## src/rtl/ifu_next_pc.sv

```systemverilog
// Fetch-stage next-PC selection: sequential, JAL, JALR or conditional branch,
// plus the architectural PC register pc_q that captures the selected address.
module ifu_next_pc #(
    parameter int XLEN = 32
) (
    input  logic            clk,
    input  logic            rstl,
    input  logic [XLEN-1:0] pc,
    input  logic            is_jmp,
    input  logic            jmp_reg,
    input  logic            is_branch,
    input  logic [2:0]      fn3,
    input  logic            eq,
    input  logic            lt,
    input  logic            ltu,
    input  logic [XLEN-1:0] alu_out,
    input  logic [XLEN-1:0] j_imm,
    input  logic [XLEN-1:0] b_imm,
    output logic [XLEN-1:0] pc_next,
    output logic [XLEN-1:0] pc_q
);

    logic            branch_taken;
    logic [XLEN-1:0] pc_reg;

    // funct3 010/011 have no branch encoding and fall through to PC+4.
    always_comb begin
        branch_taken = 1'b0;
        if (is_branch) begin
            case (fn3)
                3'b000:  branch_taken = eq;
                3'b001:  branch_taken = ~eq;
                3'b100:  branch_taken = lt;
                3'b101:  branch_taken = ~lt;
                3'b110:  branch_taken = ltu;
                3'b111:  branch_taken = ~ltu;
                default: branch_taken = 1'b0;
            endcase
        end
    end

    // Reset forces zero combinationally so pc_next and pc_q agree during reset.
    always_comb begin
        pc_next = pc + XLEN'(4);
        if (!rstl) begin
            pc_next = '0;
        end else if (is_jmp && jmp_reg) begin
            pc_next = alu_out;
        end else if (is_jmp) begin
            pc_next = pc + j_imm;
        end else if (branch_taken) begin
            pc_next = pc + b_imm;
        end
    end

    always_ff @(posedge clk or negedge rstl) begin
        if (!rstl) begin
            pc_reg <= '0;
        end else begin
            pc_reg <= pc_next;
        end
    end

    assign pc_q = pc_reg;

endmodule

```

## config.mk

```make
export PLATFORM = sky130hd
export DESIGN_NAME = ifu_next_pc
export DESIGN_NICKNAME = d
export VERILOG_FILES = /design/src/rtl/ifu_next_pc.sv
export SDC_FILE = /design/constraint.sdc
export NUM_CORES = 1
export LEC_CHECK = 0
export ABC_CLOCK_PERIOD_IN_PS = 3800
export CORE_MARGIN = 2
export CORE_UTILIZATION = 40
export DETAILED_ROUTE_END_ITERATION = 8
export MAX_ROUTING_LAYER = met4
export PLACE_DENSITY = 0.81
export SLEW_MARGIN = 20
export SYNTH_ARGS = -nofsm -noshare
export SYNTH_HDL_FRONTEND = slang
export SYNTH_SLANG_ARGS = --single-unit
```

## constraint.sdc

```tcl
create_clock -name clk -period 3.8 [get_ports clk]
set_input_delay 0.76 -clock clk [delete_from_list [all_inputs] [get_ports clk]]
set_output_delay 0.76 -clock clk [all_outputs]
set_load 0.02 [all_outputs]
```

# ---- Yosys cells after proc, flatten, opt, wreduce, memory -nomap -nowiden
# Cells that the tools add are included.
# W data, S select, Z words.
dict set report classes {
  add_sub_neg 3
  eq_ne 5
  mux 6
  bitwise_logic 3
  n_reduce_logical 2
}
# cell n
set ops {}
lappend ops {{$mux W32} 4}
lappend ops {{$add A32 B32 Y32} 2}
lappend ops {{$add A32 B3 Y32 const B} 1}
lappend ops {{$eq A3 B3 Y1 const B} 4}
lappend ops {{$pmux W1 S6} 1}
lappend ops {{$eq A3 B1 Y1 const B} 1}
lappend ops {{$logic_not A3 Y1} 1}
lappend ops {{$not A1 Y1} 3}
lappend ops {{$logic_and A1 B1 Y1} 1}
lappend ops {{$mux W1} 1}
dict set report totals {
  reg_bits 32
  in_bits 139
}

# ---- Depth between registers and ports, before layout
# Gate-level depths: netlist of the first run.
dict set report logic_depth {
  depth_word 7
  depth_mapped 13
  ltp_nobuf 13
}

# ---- Worst setup path before layout of the first run
# Ideal clock, no wire load.
dict set report synth_timing {
  path_type {in2out}
  from {input pc[0]}
  to {output pc_next[20]}
  arrival_ps 3381
  required_ps 3040
  slack_ps -341
  stages 13
  path_cell_list {ha_1 -> inv_1 -> fa_1 -> nor2b_4 -> o31a_1 -> a41oi_2 -> o21bai_1 -> a21oi_1 -> nor2_1 -> o31ai_1 -> mux2_2 -> a2111oi_0 -> o22ai_1}
}
dict set report synth_via {
  elab_chain_cells 5
  word_cells_on_any_way 7
  cone_classes {add/sub (3); mux (4)}
}
# element line_no
set synth_rtl {}
lappend synth_rtl {{start, declared} 8} ;# input logic [XLEN-1:0] pc,
lappend synth_rtl {{$add A32 B3 Y32 or $add A32 B32 Y32 (tied branches)} {44, 52}}
lappend synth_rtl {{$mux W32} 51} ;# end else if (branch_taken) begin
lappend synth_rtl {{$mux W32 *} 49} ;# end else if (is_jmp) begin
lappend synth_rtl {{$mux W32 *} 47} ;# end else if (is_jmp && jmp_reg) begin
lappend synth_rtl {{$mux W32 *} 45} ;# if (!rstl) begin
lappend synth_rtl {{end, declared} 19} ;# output logic [XLEN-1:0] pc_next,
# Mark *: on every way between the ends. The rest lies on a longest branch, timed or not.

# ---- Worst setup path after layout of the first run
dict set report layout_timing {
  from {input pc[0]}
  to {output pc_next[30]}
}
# The elaborated chain is that of the path after synthesis.

==> run summary, run 1 <==
Syn. warnings: 0
Clk network pwr share: 14.4%
Synth area leader: dfrtp_1
CP max stage cell: a221o_1
Clk buf depth: 2
Die area: 14940 um^2
Starting density of the core: 40.59%
Number of clock sinks: 32
Fin area: 11430 um^2
Critical path, cell by cell: buf_8 > buf_6 > ha_4 > inv_2 > fa_2 > nor2b_4 > o31a_1 > a41oi_2 > buf_4 > o21ai_4 > a2111oi_4 > buf_4 > o21bai_4 > a21oi_2 > o21ai_2 > xor2_1 > a221o_1 > buf_6
Remaining antenna violation count: 0
Main flop type after synthesis: dfrtp_1
Initial antenna violation count: 7
Buf/Inv on CP: 6
Total Wirelength: 34190 um
Post-synth EDFFs: 0
Die width: 122.2 um
RSZ-0062 raised after global routing: yes
Met1 usage: 48.06%
Largest net degree at the start of global routing: 39
Failing checks: negative setup slack
Synth area leaders: dfrtp_1 14%, ha_1 14%, a21oi_1 6.6%
Status: complete, but fails checks
Die H: 122.2 um
Worst Tran Pin Value: 670.2 ps
Final Hold Fails: 0
Hold-fix buffers, CTS: 0
Synthesized cell area: 5590 um^2
Most frequent cell after synthesis: nand2_1
Max-cap check violation count: 0
Routability cong.: 1.022
Area Overhead vs Synth: 104.4%
Net Sw Frac: 41.84%
Mapped Cells: 748
Crit share post-route: 122.2%
CTS Buf Count: 5
DR vias: 9136
CP endpoint kind: output port
Max reg flops: 32
Syn avg cell area: 7.474 um^2
Seq/Total Area, Yosys: 14.32%
Power Density: 243.4 nW/um^2
Yosys top cell area share: 14.32%
Max FO, Critical Path: 3
Vias in the first global route: 8596
Switching pwr: 0.001164 W
Post-route setup slack: -844.2 ps
Global-route wire length before repair: 45400 um
Met2 global-route usage: 64.76%
DR WL/cell: 24.06 um
Fraction of registers with async set/reset: 100.0%
I/O Buffers: 202
Final nets: 1437
Pint: 0.001618 W
# IOs: 203
Clock transition at path regs: 50 ps
Distinct cell type count after synthesis: 69
Crit path kind: input port to output port
Part of the power in registers: 13.8%
DR vias/cell: 6.429
Arrival @ worst endpoint: 3880 ps
Gr ovfl total: 0
VDD IR max: 0.1745 mV
Slew headroom: 55.23%
Minimum clock period: 4644 ps
Final Util: 82.97%
CP delay by family, top: compound AO/OA/AOI/OAI gates
Slew Limit Fails: 0
Largest stage delay, worst path: 370 ps
TritonCTS clock tree: done
Fill cell count: 730
Total track usage: 40.22%
Hold_ws: 788.3 ps
Yosys reg bits: 32
Setup WS pre-CTS: -1361 ps
Drt first pass iters: 9
Fmax: 0.2153 GHz
Drc violations: 0
Crit start category: input port
Leakage: 5.230 nW
Row Count: 43
Required time of the critical path: 3040 ps
Met3 Resource Use GR: 6.691%
CTS root buf: clkbuf_16
Combinational power share: 71.9%
Crit. path cell count: 18
Core region area: 13770 um^2
H-tree levels: 2
Synth cell count leaders: 85 x nand2_1, 74 x a21oi_1, 63 x ha_1
Final setup viols: 24
Most used routing layer: met2
Worst Hold Class: input port to async pin
Dpl cell area: 9737 um^2
Post-Synthesis Net Count: 952
Share of cells above drive strength 1: 45.30%
Post-DP HPWL: 20280 um
Starting DRT DRC Count: 1300
## power groups by stage
stage          Sequential (W)  Clock, W  Combinational, W
6_report             0.000384  0.000399           0.00200
5_1_grt              0.000386  0.000415           0.00207
4_1_cts              0.000383  0.000395           0.00171
3_5_place_dp         0.000389         0           0.00151
3_3_place_gp         0.000388         0           0.00148
2_1_floorplan        0.000434         0          0.000675
## final cells by class
type	instances	area, um^2	share of cell area [%]
multi-input combinational	673	5891	51.55
clock buffer	8	146.4	1.281
inverter	17	63.81	0.5584
timing repair buffer	504	4283	37.48
antenna	7	17.52	0.1533
tap	180	225.2	1.971
sequential	32	800.8	7.008
## kinds of logic (layout without fill, tap and decap cells)
logic type / Yosys count / count (layout) / share of synthesized area, %
AOI/OAI and AO/OA: 278 / 278 / 33.24
other: 0 / 7 / 0
buffers and inverters: 43 / 529 / 2.932
DFF: 32 / 32 / 14.32
and+or+nand+nor: 247 / 247 / 21.44
adders and majority gates: 65 / 65 / 14.82
xor gates and xnor gates: 73 / 73 / 11.44
muxes: 10 / 10 / 1.813
## per-stage QoR
stage               TNS [ps]  power [W]  std cells
floorplan             -107.2   0.001109        748
global placement      -27270   0.001869       1355
detailed placement    -29860   0.001895       1355
CTS                    -4489   0.002491       1402
global route          -11420   0.002869       1421
finish                -10740   0.002782       1421
## layout by cell type (no fill, tap or decap), types with 9 or more instances in the layout
cell             instances
dfrtp_1                 32
xnor2_1                 27
a21oi_2                 30
buf_2                   20
o211ai_1                18
o21ai_2                 17
nor2_1                  50
o21ai_0                 30
ha_1                    23
buf_6                   48
clkdlybuf4s50_1        102
o211a_1                  9
ha_4                    38
a21oi_1                 41
a21o_1                  32
nand2b_1                10
buf_4                  282
nand2_1                 81
inv_1                   13
o21a_1                  11
nand4_1                 11
xor2_1                  34
dlygate4sd2_1           23
o21ai_1                 10
nand3_1                 25
## per-layer routing
metal	wire, um	part of all wire, %	vias to the layer above
met3	4068	12	317
met2	15130	44	841
met1	11880	35	4208
met5	0	0	-
li1	-	-	3770
met4	3108	9.1	0
## what timing repair did
item / 4_1_cts / 5_1_grt
endpoints found under the setup margin: 32 / 32
pin swaps: 130 / 70
gates resized for setup: 470 / 92
buffers inserted: 41 / 17
## path summary, 6_finish.rpt
| check | slack, ps | startpoint | endpoint |
|---|---|---|---|
| setup / recovery | -840 | pc[0] | pc_next[30] |
| hold / removal | 790 | rstl | pc_q[29]$_DFF_PN0_ |
| max in group asynchronous | 2560 | rstl | pc_q[31]$_DFF_PN0_ |
| min in group clk | 1000 | rstl | pc_q[15]$_DFF_PN0_ |
Note: power is estimated with default switching activity, not from simulation.
==> run 2: changes to the inputs <==
--- a/config.mk
+++ b/config.mk
@@ -6,11 +6,13 @@
 export NUM_CORES = 1
 export LEC_CHECK = 0
 export ABC_CLOCK_PERIOD_IN_PS = 3800
+export CAP_MARGIN = 20
 export CORE_MARGIN = 2
 export CORE_UTILIZATION = 40
 export DETAILED_ROUTE_END_ITERATION = 8
 export MAX_ROUTING_LAYER = met4
 export PLACE_DENSITY = 0.81
+export SKIP_CTS_REPAIR_TIMING = 1
 export SLEW_MARGIN = 20
 export SYNTH_ARGS = -nofsm -noshare
 export SYNTH_HDL_FRONTEND = slang
==> run 2 against run 1 <==
  * The flow still finishes with violations (negative setup slack)
  * Die area is the same
  * Clock power about the same
  * Hold slack improved by 9.2 ps
  * Count of clock-buffer cells in the layout is the same
  * Sequential power is essentially flat
  * Critical path type unchanged
  * Largest cell class unchanged
  * Highest routed layer unchanged
==> run summary, run 2 (synthesized netlist as in run 1, its figures left out) <==
Slew headroom: 57.29% (+2.1 points)
Post-route setup slack: -681.3 ps (+162.9 ps)
Worst Tran Pin Value: 639.3 ps (-30.84 ps)
DR WL/cell: 21.31 um (-11%)
Starting density of the core: 40.59% (unchanged)
Post-DP HPWL: 20280 um (unchanged)
Fin area: 11260 um^2 (-1.5%)
Minimum clock period: 4481 ps (-162.9 ps)
CP endpoint kind: output port
Die H: 122.2 um (unchanged)
Global-route wire length before repair: 36690 um (-19%)
Cells after DPL: 1355 (unchanged)
Clk buf depth: 2 (unchanged)
Largest stage delay, worst path: 480 ps (+110 ps)
Fmax: 0.2231 GHz (+3.6%)
Final Hold Fails: 0 (unchanged)
Required time of the critical path: 3040 ps (about the same)
DR vias/cell: 6.063 (-5.7%)
Slew Limit Fails: 0 (unchanged)
Power Density: 235.1 nW/um^2 (-3.4%)
Total track usage: 32.27% (-8.0 points)
Status: complete, but fails checks
Gr ovfl total: 0 (unchanged)
Critical path, cell by cell: buf_6 > buf_6 > ha_4 > inv_2 > fa_2 > nor2b_4 > o31a_1 > a41oi_2 > buf_4 > o21ai_4 > a2111oi_4 > o21bai_2 > a21oi_2 > o21ai_1 > xor2_1 > a221o_1 > buf_6
Commonest non-fill, non-tap cells in the layout: 272 x buf_4, 102 x clkdlybuf4s50_1, 82 x nand2_1, 52 x dlymetal6s2s_1
Remaining antenna violation count: 0 (unchanged)
RSZ-0062 raised after global routing: yes
Largest net degree at the start of global routing: 39 (unchanged)
Final nets: 1415 (-1.5%)
CTS Buf Count: 5 (unchanged)
CP delay by family, top: compound AO/OA/AOI/OAI gates
Starting DRT DRC Count: 1124 (-14%)
Failing checks: negative setup slack
Hold_ws: 797.5 ps (+9.190 ps)
Max FO, Critical Path: 4 (+1)
Vias in the first global route: 7178 (-16%)
Crit start category: input port
CP max stage cell: a2111oi_4
Drc violations: 0 (unchanged)
TritonCTS clock tree: done
Max reg flops: 32 (unchanged)
Leakage: 5.486 nW (+4.9%)
Final setup viols: 20 (-17%)
Core region area: 13770 um^2 (unchanged)
Arrival @ worst endpoint: 3720 ps (-160 ps)
H-tree levels: 2 (unchanged)
Number of clock sinks: 32 (unchanged)
Most used cell, CP: buf_6
CTS root buf: clkbuf_16
Share of cells above drive strength 1: 41.58% (-3.7 points)
Area Overhead vs Synth: 101.4%
Row Count: 43 (unchanged)
DR vias: 8488 (-7.1%)
Routability cong.: 1.022 (unchanged)
I/O Buffers: 202 (unchanged)
Max-cap check violation count: 0 (unchanged)
Dpl cell area: 9737 um^2 (unchanged)
Initial antenna violation count: 8 (+1)
Crit path kind: input port to output port
Crit share post-route: 117.9% (-4.3 points)
Non-Filler Instances: 1400 (-1.5%)
Buf/Inv on CP: 5 (-1)
Die width: 122.2 um (unchanged)
Die area: 14940 um^2 (unchanged)
Drt first pass iters: 6 (-3)
Clock transition at path regs: 50 ps (about the same)
Total Wirelength: 29830 um (-13%)
# IOs: 203 (unchanged)
Worst Hold Class: input port to async pin
VDD IR max: 0.1806 mV (+3.5%)
Most common cell after layout, fill and taps aside: buf_4
run 2: area by class of cell:
type | instances | area (um^2)
flip-flops and latches | 32 | 800.8
multi-input cells | 673 | 5782
clock buffers | 8 | 146.4
well taps | 180 | 225.2
inverters | 17 | 63.81
diodes | 8 | 20.02
fillers | 771 | 2514
repair buffers | 482 | 4222
run 2: routing by layer:
layer	global-route usage, %	share of wire [%]
met1	43.18	38
met2	49.79	46
met3	3.996	9.6
met4	12.21	6.0
met5	-	0
run 2: stage by stage:
| stage | setup slack [ps] | utilization [%] | total power [W] | TNS [ps] |
|---|---|---|---|---|
| 3_3_place_gp | -1240 | 70.69 | 0.001869 | -27270 |
| 2_1_floorplan | -107.2 | - | 0.001109 | -107.2 |
| 6_report | -681.3 | 81.75 | 0.002647 | -6418 |
| 4_1_cts | -1360 | 71.76 | 0.002295 | -29700 |
| 3_5_place_dp | -1361 | 70.69 | 0.001895 | -29860 |
| 5_1_grt | -753.3 | 81.75 | 0.002752 | -8460 |
run 2: worst max path at each step:
| stage | from | endpoint | slack [ps] | depth (start not counted) |
|---|---|---|---|---|
| floorplan | pc[0] | pc_next[20] | -110 | 13 |
| global placement | pc[0] | pc_next[20] | -1240 | 16 |
| detailed placement | pc[1] | pc_next[24] | -1360 | 14 |
| CTS | pc[1] | pc_next[24] | -1360 | 14 |
| global route | pc[0] | pc_next[30] | -750 | 17 |
| finish | pc[0] | pc_next[30] | -680 | 17 |
run 2: power by group:
part	total (W)	switching, W	internal (W)
combinational	0.00187	0.000926	0.000939
sequential	0.000383	0.00000862	0.000375
clock	0.000398	0.000138	0.000260
total	0.00265	0.00107	0.00157
